$ cat src/rtl/mem_port_arbiter_if.sv
// Bundle of every signal on the shared memory port arbiter apart from clk/rst.
//   slave  : the arbiter's view (requests and memory read data in; grants,
//            responses and memory command out)
//   master : the view of the requesters plus memory array (the mirror image)
// Requester side : dbg_lock, req_*/we_*/addr_*/wdata_* in; gnt_*, rvalid_*, rdata out
// Memory side    : mem_en, mem_we, mem_addr, mem_wdata out; mem_rdata in
// Status         : busy (read in flight), last_gnt (0=F, 1=D, 2=G)
interface mem_port_arbiter_if #(
    parameter int ADDR_W = 10,
    parameter int DATA_W = 19
);
    logic              dbg_lock;
    logic              req_f, req_d, req_g;
    logic              we_f, we_d, we_g;
    logic [ADDR_W-1:0] addr_f, addr_d, addr_g;
    logic [DATA_W-1:0] wdata_f, wdata_d, wdata_g;
    logic              gnt_f, gnt_d, gnt_g;
    logic              rvalid_f, rvalid_d, rvalid_g;
    logic [DATA_W-1:0] rdata;
    logic              mem_en;
    logic              mem_we;
    logic [ADDR_W-1:0] mem_addr;
    logic [DATA_W-1:0] mem_wdata;
    logic [DATA_W-1:0] mem_rdata;
    logic              busy;
    logic [1:0]        last_gnt;

    modport slave (
        input  dbg_lock,
        input  req_f, req_d, req_g,
        input  we_f, we_d, we_g,
        input  addr_f, addr_d, addr_g,
        input  wdata_f, wdata_d, wdata_g,
        input  mem_rdata,
        output gnt_f, gnt_d, gnt_g,
        output rvalid_f, rvalid_d, rvalid_g,
        output rdata,
        output mem_en, mem_we, mem_addr, mem_wdata,
        output busy, last_gnt
    );

    modport master (
        output dbg_lock,
        output req_f, req_d, req_g,
        output we_f, we_d, we_g,
        output addr_f, addr_d, addr_g,
        output wdata_f, wdata_d, wdata_g,
        output mem_rdata,
        input  gnt_f, gnt_d, gnt_g,
        input  rvalid_f, rvalid_d, rvalid_g,
        input  rdata,
        input  mem_en, mem_we, mem_addr, mem_wdata,
        input  busy, last_gnt
    );
endinterface

$ cat src/rtl/mem_port_arbiter.sv
// Shares one synchronous-RAM port between instruction fetch (F), load/store (D)
// and debug/program loader (G). One command per grant, round-robin priority
// starting after the last winner, dbg_lock restricts the port to G. Reads park
// the arbiter in WAIT for RD_LAT cycles; the data-return cycle is also an
// arbitration cycle, so reads can issue back-to-back every RD_LAT cycles and
// writes every cycle.
// Ports:
//   clk, rst : clock, synchronous active-high reset
//   bus      : mem_port_arbiter_if.slave (requests, grants, read responses,
//              memory command/data, busy and last_gnt status)
module mem_port_arbiter #(
    parameter int ADDR_W = 10,
    parameter int DATA_W = 19,
    parameter int RD_LAT = 1
) (
    input  logic               clk,
    input  logic               rst,
    mem_port_arbiter_if.slave  bus
);
    localparam logic [0:0] S_IDLE   = 1'b0;
    localparam logic [0:0] S_WAIT   = 1'b1;
    localparam logic [2:0] LAT_INIT = 3'(RD_LAT);

    logic [0:0]        state;
    logic [2:0]        rd_cnt;
    logic [1:0]        owner;
    logic [1:0]        last_gnt_q;

    logic [2:0]        elig;       // {G, D, F}
    logic [1:0]        win_idx;
    logic              rsp_cycle;
    logic              arb_live;
    logic              grant;
    logic              win_we;
    logic [ADDR_W-1:0] win_addr;
    logic [DATA_W-1:0] win_wdata;

    always_comb begin
        elig      = {bus.req_g, bus.req_d & ~bus.dbg_lock, bus.req_f & ~bus.dbg_lock};
        // Read data is on mem_rdata in the last WAIT cycle; the port is free again then.
        rsp_cycle = (state == S_WAIT) && (rd_cnt == 3'd1);
        arb_live  = ~rst && ((state == S_IDLE) || rsp_cycle);

        // Search order begins with the requester after the previous winner.
        win_idx = 2'd0;
        case (last_gnt_q)
            2'd0: begin
                if (elig[1])      win_idx = 2'd1;
                else if (elig[2]) win_idx = 2'd2;
                else              win_idx = 2'd0;
            end
            2'd1: begin
                if (elig[2])      win_idx = 2'd2;
                else if (elig[0]) win_idx = 2'd0;
                else              win_idx = 2'd1;
            end
            default: begin
                if (elig[0])      win_idx = 2'd0;
                else if (elig[1]) win_idx = 2'd1;
                else              win_idx = 2'd2;
            end
        endcase
        grant = arb_live && (elig != 3'b000);

        case (win_idx)
            2'd0: begin
                win_we    = bus.we_f;
                win_addr  = bus.addr_f;
                win_wdata = bus.wdata_f;
            end
            2'd1: begin
                win_we    = bus.we_d;
                win_addr  = bus.addr_d;
                win_wdata = bus.wdata_d;
            end
            default: begin
                win_we    = bus.we_g;
                win_addr  = bus.addr_g;
                win_wdata = bus.wdata_g;
            end
        endcase
    end

    assign bus.gnt_f     = grant && (win_idx == 2'd0);
    assign bus.gnt_d     = grant && (win_idx == 2'd1);
    assign bus.gnt_g     = grant && (win_idx == 2'd2);
    assign bus.rvalid_f  = ~rst && rsp_cycle && (owner == 2'd0);
    assign bus.rvalid_d  = ~rst && rsp_cycle && (owner == 2'd1);
    assign bus.rvalid_g  = ~rst && rsp_cycle && (owner == 2'd2);
    assign bus.rdata     = bus.mem_rdata;
    assign bus.mem_en    = grant;
    assign bus.mem_we    = grant && win_we;
    assign bus.mem_addr  = win_addr;
    assign bus.mem_wdata = win_wdata;
    assign bus.busy      = ~rst && (state == S_WAIT);
    assign bus.last_gnt  = last_gnt_q;

    // Command issue / read-latency sequencing
    always_ff @(posedge clk) begin
        if (rst) begin
            state      <= S_IDLE;
            rd_cnt     <= 3'd0;
            owner      <= 2'd0;
            last_gnt_q <= 2'd2;
        end else begin
            if (grant) begin
                last_gnt_q <= win_idx;
            end
            if (grant && !win_we) begin
                state  <= S_WAIT;
                rd_cnt <= LAT_INIT;
                owner  <= win_idx;
            end else if (state == S_WAIT) begin
                if (rd_cnt <= 3'd1) begin
                    state  <= S_IDLE;
                    rd_cnt <= 3'd0;
                end else begin
                    rd_cnt <= rd_cnt - 3'd1;
                end
            end
        end
    end
endmodule

$ cat src/flat_wrapper.sv
// flat-port wrapper written by rule: the top's interface ports become plain ports
module mem_port_arbiter_flat 
#(
    parameter int ADDR_W = 10,
    parameter int DATA_W = 19,
    parameter int RD_LAT = 1
)
  (clk, rst, bus_dbg_lock, bus_req_f, bus_req_d, bus_req_g, bus_we_f, bus_we_d, bus_we_g, bus_addr_f, bus_addr_d, bus_addr_g, bus_wdata_f, bus_wdata_d, bus_wdata_g, bus_mem_rdata, bus_gnt_f, bus_gnt_d, bus_gnt_g, bus_rvalid_f, bus_rvalid_d, bus_rvalid_g, bus_rdata, bus_mem_en, bus_mem_we, bus_mem_addr, bus_mem_wdata, bus_busy, bus_last_gnt);
  mem_port_arbiter_if #(.ADDR_W(ADDR_W), .DATA_W(DATA_W)) bus_i ();
  input  logic clk;
  input  logic rst;
  input wire logic [$bits(bus_i.dbg_lock)-1:0] bus_dbg_lock;
  input wire logic [$bits(bus_i.req_f)-1:0] bus_req_f;
  input wire logic [$bits(bus_i.req_d)-1:0] bus_req_d;
  input wire logic [$bits(bus_i.req_g)-1:0] bus_req_g;
  input wire logic [$bits(bus_i.we_f)-1:0] bus_we_f;
  input wire logic [$bits(bus_i.we_d)-1:0] bus_we_d;
  input wire logic [$bits(bus_i.we_g)-1:0] bus_we_g;
  input wire logic [$bits(bus_i.addr_f)-1:0] bus_addr_f;
  input wire logic [$bits(bus_i.addr_d)-1:0] bus_addr_d;
  input wire logic [$bits(bus_i.addr_g)-1:0] bus_addr_g;
  input wire logic [$bits(bus_i.wdata_f)-1:0] bus_wdata_f;
  input wire logic [$bits(bus_i.wdata_d)-1:0] bus_wdata_d;
  input wire logic [$bits(bus_i.wdata_g)-1:0] bus_wdata_g;
  input wire logic [$bits(bus_i.mem_rdata)-1:0] bus_mem_rdata;
  output wire logic [$bits(bus_i.gnt_f)-1:0] bus_gnt_f;
  output wire logic [$bits(bus_i.gnt_d)-1:0] bus_gnt_d;
  output wire logic [$bits(bus_i.gnt_g)-1:0] bus_gnt_g;
  output wire logic [$bits(bus_i.rvalid_f)-1:0] bus_rvalid_f;
  output wire logic [$bits(bus_i.rvalid_d)-1:0] bus_rvalid_d;
  output wire logic [$bits(bus_i.rvalid_g)-1:0] bus_rvalid_g;
  output wire logic [$bits(bus_i.rdata)-1:0] bus_rdata;
  output wire logic [$bits(bus_i.mem_en)-1:0] bus_mem_en;
  output wire logic [$bits(bus_i.mem_we)-1:0] bus_mem_we;
  output wire logic [$bits(bus_i.mem_addr)-1:0] bus_mem_addr;
  output wire logic [$bits(bus_i.mem_wdata)-1:0] bus_mem_wdata;
  output wire logic [$bits(bus_i.busy)-1:0] bus_busy;
  output wire logic [$bits(bus_i.last_gnt)-1:0] bus_last_gnt;
  assign bus_i.dbg_lock = bus_dbg_lock;
  assign bus_i.req_f = bus_req_f;
  assign bus_i.req_d = bus_req_d;
  assign bus_i.req_g = bus_req_g;
  assign bus_i.we_f = bus_we_f;
  assign bus_i.we_d = bus_we_d;
  assign bus_i.we_g = bus_we_g;
  assign bus_i.addr_f = bus_addr_f;
  assign bus_i.addr_d = bus_addr_d;
  assign bus_i.addr_g = bus_addr_g;
  assign bus_i.wdata_f = bus_wdata_f;
  assign bus_i.wdata_d = bus_wdata_d;
  assign bus_i.wdata_g = bus_wdata_g;
  assign bus_i.mem_rdata = bus_mem_rdata;
  assign bus_gnt_f = bus_i.gnt_f;
  assign bus_gnt_d = bus_i.gnt_d;
  assign bus_gnt_g = bus_i.gnt_g;
  assign bus_rvalid_f = bus_i.rvalid_f;
  assign bus_rvalid_d = bus_i.rvalid_d;
  assign bus_rvalid_g = bus_i.rvalid_g;
  assign bus_rdata = bus_i.rdata;
  assign bus_mem_en = bus_i.mem_en;
  assign bus_mem_we = bus_i.mem_we;
  assign bus_mem_addr = bus_i.mem_addr;
  assign bus_mem_wdata = bus_i.mem_wdata;
  assign bus_busy = bus_i.busy;
  assign bus_last_gnt = bus_i.last_gnt;
  mem_port_arbiter #(.ADDR_W(ADDR_W), .DATA_W(DATA_W), .RD_LAT(RD_LAT)) u_core (.clk(clk), .rst(rst), .bus(bus_i));
endmodule
$ cat config.mk
export PLATFORM = sky130hd
export DESIGN_NAME = mem_port_arbiter_flat
export DESIGN_NICKNAME = d
export VERILOG_FILES = /design/src/rtl/mem_port_arbiter_if.sv /design/src/rtl/mem_port_arbiter.sv /design/src/flat_wrapper.sv
export SDC_FILE = /design/constraint.sdc
export NUM_CORES = 1
export LEC_CHECK = 0
export CAP_MARGIN = 20
export CORE_MARGIN = 2
export CORE_UTILIZATION = 24
export CTS_CLUSTER_SIZE = 16
export DETAILED_ROUTE_END_ITERATION = 8
export PLACE_DENSITY_LB_ADDON = 0.05
export REMOVE_ABC_BUFFERS = 1
export SLEW_MARGIN = 20
export SYNTH_ARGS = -nofsm -noshare
export SYNTH_HDL_FRONTEND = slang
export SYNTH_SLANG_ARGS = --single-unit
$ cat constraint.sdc
create_clock -name clk -period 2.5 [get_ports clk]
set_clock_uncertainty 0.2 [all_clocks]
set_input_delay 0.5 -clock clk [delete_from_list [all_inputs] [get_ports clk]]
set_output_delay 0.5 -clock clk [all_outputs]
set_load 0.005 [all_outputs]
==> results.txt <==
Critical Path Sink Type -> output pin
Pin count of the biggest net entering global routing -> 20
Final Hold Viols -> 0
Syn Std Cell Area -> 1220 um^2
Final ANT Viol Nets -> 0
Layout cell share with drive strength beyond 1 -> 0.391
Pin slew with the least headroom to its limit -> 0.333 ns
Failing checks -> setup timing
Leakage power total -> 0.00132 uW
Final setup margin -> -0.0655 ns
Ys flop type -> dfxtp_1
Worst VDD drop -> 0.000174 V
CTS tree -> done
Sw Share -> 0.339
Post-layout util -> 0.602
Unique masters post-synth -> 36
# setup viols final -> 29
Core Footprint -> 5010 um^2
Element type at the critical path start -> input port
Status -> finished, violations left
Dpl hpwl -> 4740 um
Filler cell count -> 505
Combinational fraction of design power -> 0.715
GR Util met2 -> 0.324
Max-cap viol count -> 0
Final period util -> 1.03
Final Critical Period -> 2.57 ns
First-pass GRT wire length -> 8970 um
Vias in the first global route -> 1803
Synth Warn # -> 0
Sw Pwr -> 365 uW
Dpl ws -> -0.868 ns
Mapped Cells -> 178
Rows -> 26
Die Width -> 75.4 um
Adder-Cell Fraction of Synth Area -> 0.0204
Area occupied by registers -> 160 um^2
Max Clk Rate -> 390 MHz
Crit-path max cell delay -> 0.38 ns
Vias per std cell -> 4.60
1st-iter DRT viols -> 29
Die H -> 75.4 um
Footprint of the multi-input gates -> 965 um^2
Clock Tree Root -> clkbuf_8
Mux share of post-synthesis cell area -> 0
Initial Util -> 0.245
Cell-internal power -> 712 uW
Met1 usage -> 0.247
Routed WL -> 6150 um
CP max FO -> 7
Wire per inst -> 15.4 um
WS Path Type -> input port to output pin
Register area share after synthesis -> 0.131
Max Root-Sink Buffers -> 2
CTS buffer count -> 3
Max Slew Vio Count -> 0
Slew headroom -> 0.777
Ports -> 174
N_diodes -> 0
PwrDens -> 357 nW/um^2
Nets -> 449
WP data arrival -> 1.87 ns
Most used routing layer -> met2
PortBufs -> 135
Die area -> 5690 um^2
Synth Area in Compound Gates -> 0.507
Main combinational cell family by area after synthesis -> compound AO/OA/AOI/OAI gates
TritonCTS Sinks -> 8
RSZ-0062 raised after global routing -> true
Number of enable flip-flop cells after synthesis -> 0
Part of the power in registers -> 0.145
Hold buffer count at cts -> 0
Post-synthesis xor/xnor area fraction -> 0
Clock Power Share -> 0.140
Post-synthesis register bit count -> 8
Clock Latency Late Sink -> 0.23 ns
# H-tree levels -> 1
DR pass1 iterations -> 4
Asr flop ratio synth -> 0
Critical path, cell by cell -> buf_8 > or3b_4 > o31a_4 > o211ai_4 > buf_8 > buf_6 > buf_6 > o21ai_2 > buf_2
Final Wtd Congestion -> 0.801
Area Overhead vs Synth -> 146%
Crit path required time -> 1.80 ns
Syn_area_per_cell -> 6.88 um^2
Slowest stage cell, crit path -> or3b_4
Min-Delay Path Class -> register to register
Residual DRC count -> 0
Clock slew at reported path FFs -> 0.04 ns
Total grt overflow -> 0
Global-route usage over all layers -> 0.206
Reg-to-reg slack, setup -> 0.32 ns
Detailed-route via count -> 1841
Post-Synth Simple-Gate Area -> 0.0899
Antenna violations before repair -> 0
Global Route met3 Usage -> 0.127
==> worst max-delay path: cells and delay by family <==
| family | cells | cell delay (ns) |
|---|---|---|
| AO/OA/AOI/OAI | 3 | 0.40 |
| AND/OR/NAND/NOR | 1 | 0.38 |
| buffers and inverters | 5 | 0.58 |
==> through the flow <==
step / total power (uW) / std cells / area, um^2 / TNS, ns / hold slack, ns
global placement: 830 / 376 / 2670 / -26.42 / 0.326
floorplan: 371 / 149 / 1040 / -14.90 / 0.287
global route: 1160 / 400 / 3020 / -2.66 / 0.365
detailed placement: 833 / 376 / 2670 / -27.12 / 0.333
finish: 1080 / 400 / 3020 / -0.585 / 0.340
CTS: 1050 / 400 / 2910 / -2.70 / 0.337
==> repair_timing <==
item                                    CTS  global route
pin swaps                                 8             7
endpoints found under the setup margin   37            35
gates resized for setup                 213            29
setup buffers                            20             2
gates cloned                              2             1
==> worst paths after layout <==
path                                       start                           end  depth (start not counted)
max reg2reg  u_core.bus.last_gnt[0]$_SDFFE_PP0P_  u_core.owner[1]$_SDFFE_PP0P_                          8
min                 u_core.owner[0]$_SDFFE_PP0P_  u_core.owner[0]$_SDFFE_PP0P_                          2
max                                 bus_dbg_lock              bus_mem_wdata[8]                          9
min reg2reg         u_core.owner[0]$_SDFFE_PP0P_  u_core.owner[0]$_SDFFE_PP0P_                          2
==> power groups by stage <==
stage | logic [uW] | registers [uW] | clock network [uW]
6_report | 770 | 156 | 151
5_1_grt | 836 | 158 | 162
4_1_cts | 739 | 155 | 154
3_5_place_dp | 677 | 156 | 0
3_3_place_gp | 674 | 156 | 0
2_1_floorplan | 213 | 158 | 0
==> logic make-up after synthesis <==
kind of cell | after synthesis
flip-flops | 8
adder cells (fa/ha/maj) | 2
AND/OR/NAND/NOR | 19
buffers and inverters | 62
AO/OA/AOI/OAI | 87
==> flip-flops by register name, indices dropped and copies added, names as in the netlist <==
signal / flops
u_core.owner: 2
u_core.rd_cnt: 3
u_core.state: 1
u_core.bus.last_gnt: 2
==> routing by layer <==
layer  vias up  share of wire
li1        925              -
met1       790           0.39
met2       120           0.44
met3         4           0.15
met4         2         0.0018
met5         -         0.0080
==> placed cells by master (no fill, tap or decap), types with 2 or more instances in the layout <==
master / count
clkbuf_8: 3
buf_6: 10
inv_1: 31
a22oi_2: 27
nand2b_1: 3
nor2_1: 5
buf_12: 2
buf_8: 4
a211oi_1: 2
o21ai_0: 3
buf_2: 32
dlygate4sd2_1: 2
clkdlybuf4s50_1: 94
a22oi_1: 2
a211o_1: 2
nor2_2: 2
buf_4: 27
dlymetal6s2s_1: 3
o21ai_1: 26
a21oi_1: 2
o2bb2ai_1: 2
o21ai_2: 4
o21a_1: 2
dfxtp_1: 8
nor3b_1: 2
==> cell type report <==
type,count,area share
inverters,33,0.0411
multi-input cells,108,0.320
well taps,70,0.0290
flip-flops and latches,8,0.0531
clock buffers,3,0.0137
repair buffers,178,0.543
==> synth_stat cells, drive strengths merged (3+ instances only) <==
cell / count / share of area
o21a: 3 / 0.018
o21ai: 34 / 0.14
inv: 32 / 0.098
nand2b: 4 / 0.020
a21oi: 3 / 0.012
clkbuf: 6 / 0.018
dfxtp: 8 / 0.13
nor2: 7 / 0.021
buf: 23 / 0.13
a22oi: 29 / 0.18
No activity file was read; power rests on OpenSTA's default activity.
==> RTL edit 1 (same settings) <==
`ADDR_W` is set to 10 in 3 places; all go to 9.
--- a/src/rtl/mem_port_arbiter_if.sv
+++ b/src/rtl/mem_port_arbiter_if.sv
@@ -7,5 +7,5 @@
 // Status         : busy (read in flight), last_gnt (0=F, 1=D, 2=G)
 interface mem_port_arbiter_if #(
-    parameter int ADDR_W = 10,
+    parameter int ADDR_W = 9,
     parameter int DATA_W = 19
 );
--- a/src/rtl/mem_port_arbiter.sv
+++ b/src/rtl/mem_port_arbiter.sv
@@ -10,5 +10,5 @@
 //              memory command/data, busy and last_gnt status)
 module mem_port_arbiter #(
-    parameter int ADDR_W = 10,
+    parameter int ADDR_W = 9,
     parameter int DATA_W = 19,
     parameter int RD_LAT = 1
--- a/src/flat_wrapper.sv
+++ b/src/flat_wrapper.sv
@@ -2,5 +2,5 @@
 module mem_port_arbiter_flat 
 #(
-    parameter int ADDR_W = 10,
+    parameter int ADDR_W = 9,
     parameter int DATA_W = 19,
     parameter int RD_LAT = 1
Ports: changed (resized bus_addr_d, bus_addr_f, bus_addr_g and bus_mem_addr); port bits go from 174 to 170. The function was not compared with the original's and may differ.
==> RTL edit 1 against the unedited design <==
  * The flow still finishes with violations (setup timing)
  * Setup slack worse by 61 ps
  * Area after synthesis is 1.6% lower
  * Wire length is 9.0% higher
  * Sequential cell count stayed put
  * Sequential share of layout area is 0.17 points lower
  * Worst hold slack better by 7.7 ps
  * Cell area is 3.3% higher
  * Non-clock buffer count is 4 lower
  * Power is 8.4% higher
  * Largest cell class unchanged
==> RTL edit 1: results (changes against the unedited design) <==
HPWL after DPL - 4750 µm (+0.21%)
RePlAce Congestion - 0.824 (+2.9%)
layout cells sized above 1 - 47.1% (+8.0 points)
fillers - 437 (-13%)
Rel. slew slack - 77.6% (about the same)
DP Worst Slack - -850 ps (+17.7 ps)
largest net degree at the start of global routing - 21 (+5.0%)
gr usage total - 23.9% (+3.3 points)
status - complete, but fails checks
failing checks - setup timing
setup TNS - -2990 ps (-2410 ps)
switching pwr - 416 µW (+14%)
Hold WS - 347 ps (+7.73 ps)
setup violators final - 29 (unchanged)
ranking of synthesized cells by area - a22oi_1, dfxtp_1, buf_4
Avg WL per Cell - 17.2 µm (+12%)
Inst Count DP - 371 (-1.3%)
Starting DRT DRC Count - 54 (+86%)
first-pass GRT wire length - 9940 µm (+11%)
Lkg Pwr - 1.34 nW (+1.5%)
syn_area_per_cell - 6.89 µm² (about the same)
sequential share of the synthesized area - 13.3% (+0.22 points)
setup ws final - -126 ps (-60.9 ps)
flop2flop setup slack - 380 ps (+60 ps)
maximum VDD drop - 0.000194 V (+11%)
Vias/cell - 4.82 (+4.7%)
Final #Nets - 439 (-2.2%)
## RTL edit 1: how the worst max path moves through the flow
| stage | startpoint | end | slack, ps | depth (start not counted) |
|---|---|---|---|---|
| 3_5_place_dp | bus_dbg_lock | bus_mem_wdata[14] | -850 | 7 |
| 4_1_cts | bus_dbg_lock | bus_mem_we | -160 | 9 |
| 2_1_floorplan | bus_dbg_lock | bus_mem_addr[0] | -470 | 5 |
| 3_3_place_gp | bus_req_d | bus_mem_wdata[14] | -830 | 7 |
| 6_report | bus_dbg_lock | bus_mem_addr[6] | -130 | 8 |
| 5_1_grt | bus_dbg_lock | bus_mem_wdata[14] | -180 | 8 |
## RTL edit 1: cells by family (layout without fill, tap and decap cells)
kind of cell    Yosys count  count (layout)  synth area share (%)
compound gates           85              85                  49.4
fa+ha+maj                 2               2                  2.08
buf+inv                  61             209                  26.1
flops                     8               8                  13.3
simple gates             19              19                  9.14
## RTL edit 1: layout make-up
| cell class | count | area, µm² | area share [%] |
|---|---|---|---|
| Clock buffer | 3 | 41.3 | 1.32 |
| Inverter | 32 | 120 | 3.85 |
| Multi-Input combinational cell | 106 | 1050 | 33.8 |
| Sequential cell | 8 | 160 | 5.14 |
| Tap cell | 67 | 83.8 | 2.69 |
| Timing Repair Buffer | 174 | 1660 | 53.2 |
## RTL edit 1: metal layers
metal / share of wire (%) / global-route usage (%) / up-vias
li1: - / - / 907
met1: 41 / 28.4 / 832
met2: 44 / 37.5 / 131
met3: 13 / 13.8 / 8
met4: 1.1 / 3.77 / 2
met5: 0.84 / 7.41 / -
## RTL edit 1: metrics by stage
stage,utilization (%),area [µm²]
floorplan,-,1010
detailed placement,55.4,2650
CTS,63.6,3040
finish,65.1,3120
global route,65.1,3120
global placement,55.4,2650
## RTL edit 1: worst reg2reg max path, cell delays in order (launching register included)
cell      delay, ps
dfxtp_1         310
or3b_4          420
o31a_4          150
o211ai_4        270
buf_6           150
o221ai_4        110
buf_4           170
a311oi_2        250
## RTL edit 1: what timing repair did
action | 4_1_cts | 5_1_grt
setup endpoints to repair | 37 | 31
pin swaps | 8 | 7
setup buffers | 12 | 1
gates resized for setup | 207 | 22
gates cloned | 6 | 0
## RTL edit 1: power by group through the flow
stage / Sequential (mW) / Clock (mW) / Combinational (mW)
after floorplan: 0.157 / 0 / 0.218
after global placement: 0.156 / 0 / 0.691
after detailed placement: 0.156 / 0 / 0.693
after CTS: 0.155 / 0.159 / 0.830
final: 0.155 / 0.154 / 0.859
after global routing: 0.157 / 0.165 / 0.921
==> RTL edit 2 (same flow settings) <==
Made on the original files. Reset style: asynchronous (`rst`), changed in one clocked block. Comments in the files are not updated.
--- a/src/rtl/mem_port_arbiter.sv
+++ b/src/rtl/mem_port_arbiter.sv
@@ -97,5 +97,5 @@
 
     // Command issue / read-latency sequencing
-    always_ff @(posedge clk) begin
+    always_ff @(posedge clk or posedge rst) begin
         if (rst) begin
             state      <= S_IDLE;
Function: differs if rst is asserted again (counterexample within 4 cycles, from zero or initial values and one cycle with rst high); with rst held inactive, the same outputs for 10 cycles.
==> RTL edit 2 against the unedited design <==
  * The run still ends with setup timing left
  * Area after synthesis decreased by 6.0%
  * Sequential cell count is the same
  * Register-to-register slack got worse by 470 ps
  * Largest cell class unchanged
  * Maximum frequency decreased by 4.7%
  * Worst hold slack lost 160 ps
  * Non-clock buffer count decreased by 4
  * Wire length is 5.7% lower
  * Setup slack lost 130 ps
  * Cell area decreased by 4.1%
  * Synthesized cell count shrank 4.5%
Power is not compared: it rests on default switching activity, and its combinational part moved more than twofold at a synthesized area within 25%.
==> RTL edit 2: results (changes against the unedited design) <==
status - complete, but fails checks
failing checks - setup timing
top cells by count, synth - nand2_1, a22oi_1, buf_4
R2R depth - 10 (+2)
Starting DRT DRC Count - 48 (+66%)
Inst Count DP - 355 (-5.6%)
first-pass GRT wire length - 8560 µm (-4.5%)
clk root buf - clkbuf_8
RePlAce Congestion - 0.817 (+2.0%)
Crit path largest cell delay - 540 ps (+160 ps)
Avg WL per Cell - 15.5 µm (+0.90%)
Worst R2R End - u_core.owner[1]$_DFFE_PP0P_
layout cells sized above 1 - 40.9% (+1.8 points)
crit path to - bus_mem_wdata[7]
hold crit path type - in2async
sequential share of the synthesized area - 17.5% (+4.4 points)
vias after detailed routing - 1,813 (-1.5%)
Slew @ Worst Pin - 350 ps (+16.6 ps)
Netlist cell types - 29 (-19%)
cells after synthesis - 170 (-4.5%)
setup violators final - 37 (+28%)
ranking of synthesized cells by area - a22oi_1, nand2_1, dfrtp_1
DRT Wirelength - 5800 µm (-5.7%)
Lkg Pwr - 1.37 nW
setup TNS - -5840 ps (-5250 ps)
placed instance area - 2640 µm² (-1.4%)
GR Util met2 - 34.6% (+2.3 points)
fillers - 441 (-13%)
DP Worst Slack - -838 ps (+30.4 ps)
met2 wire length - 2900 µm (+6.2%)
critical path's slowest cell - dfstp_2
Post-Synth Adder-Cell Area - 2.17% (+0.13 points)
largest net degree at the start of global routing - 16 (-20%)
met3 wire length - 560 µm (-41%)
setup ws final - -193 ps (-127 ps)
global-route met3 utilization - 6.31% (-6.4 points)
vias in the first global route - 1,868 (+3.6%)
Top FF cell, synth - dfrtp_1
FFs w/ async S/R, synth - 100% (+100 points)
mux contribution to synthesized area - 1.96% (+2.0 points)
gr usage total - 20.5% (-0.18 points)
crit-path max FO - 7 (unchanged)
type of the worst setup path - reg2out
IO buf count - 135 (unchanged)
Final #Nets - 438 (-2.4%)
[RTL edit 2: cell count changes in the layout (fill, tap and decap cells not counted), sizes merged, moves of 4 or more]
cell and change:
and2 +4, buf -4, nor2 -7, o21ai -33, dfxtp -8, nand2 +59
a21o +4, dfrtp +7, dlygate4sd2 +4, inv -26
[RTL edit 2: final cells by class]
type	instances	area, µm²	area share [%]
Clock buffer	4	45.0	1.56
Sequential cell	8	201	6.96
Multi-Input combinational cell	128	926	32.0
Timing Repair Buffer	174	1630	56.4
Inverter	6	22.5	0.778
Tap cell	54	67.6	2.33
[RTL edit 2: logic make-up (layout without fill, tap and decap cells)]
group	Yosys count	after routing
buffers and inverters	34	184
flip-flops	8	8
AO/OA/AOI/OAI	47	47
AND/OR/NAND/NOR	77	77
multiplexers	2	2
adder cells (fa/ha/maj)	2	2
[RTL edit 2: timing repair]
action                     4_1_cts  5_1_grt
setup endpoints to repair       43       39
pin swaps                       22       17
gates cloned                     2        1
setup buffers                   12        0
resized for setup              186       29
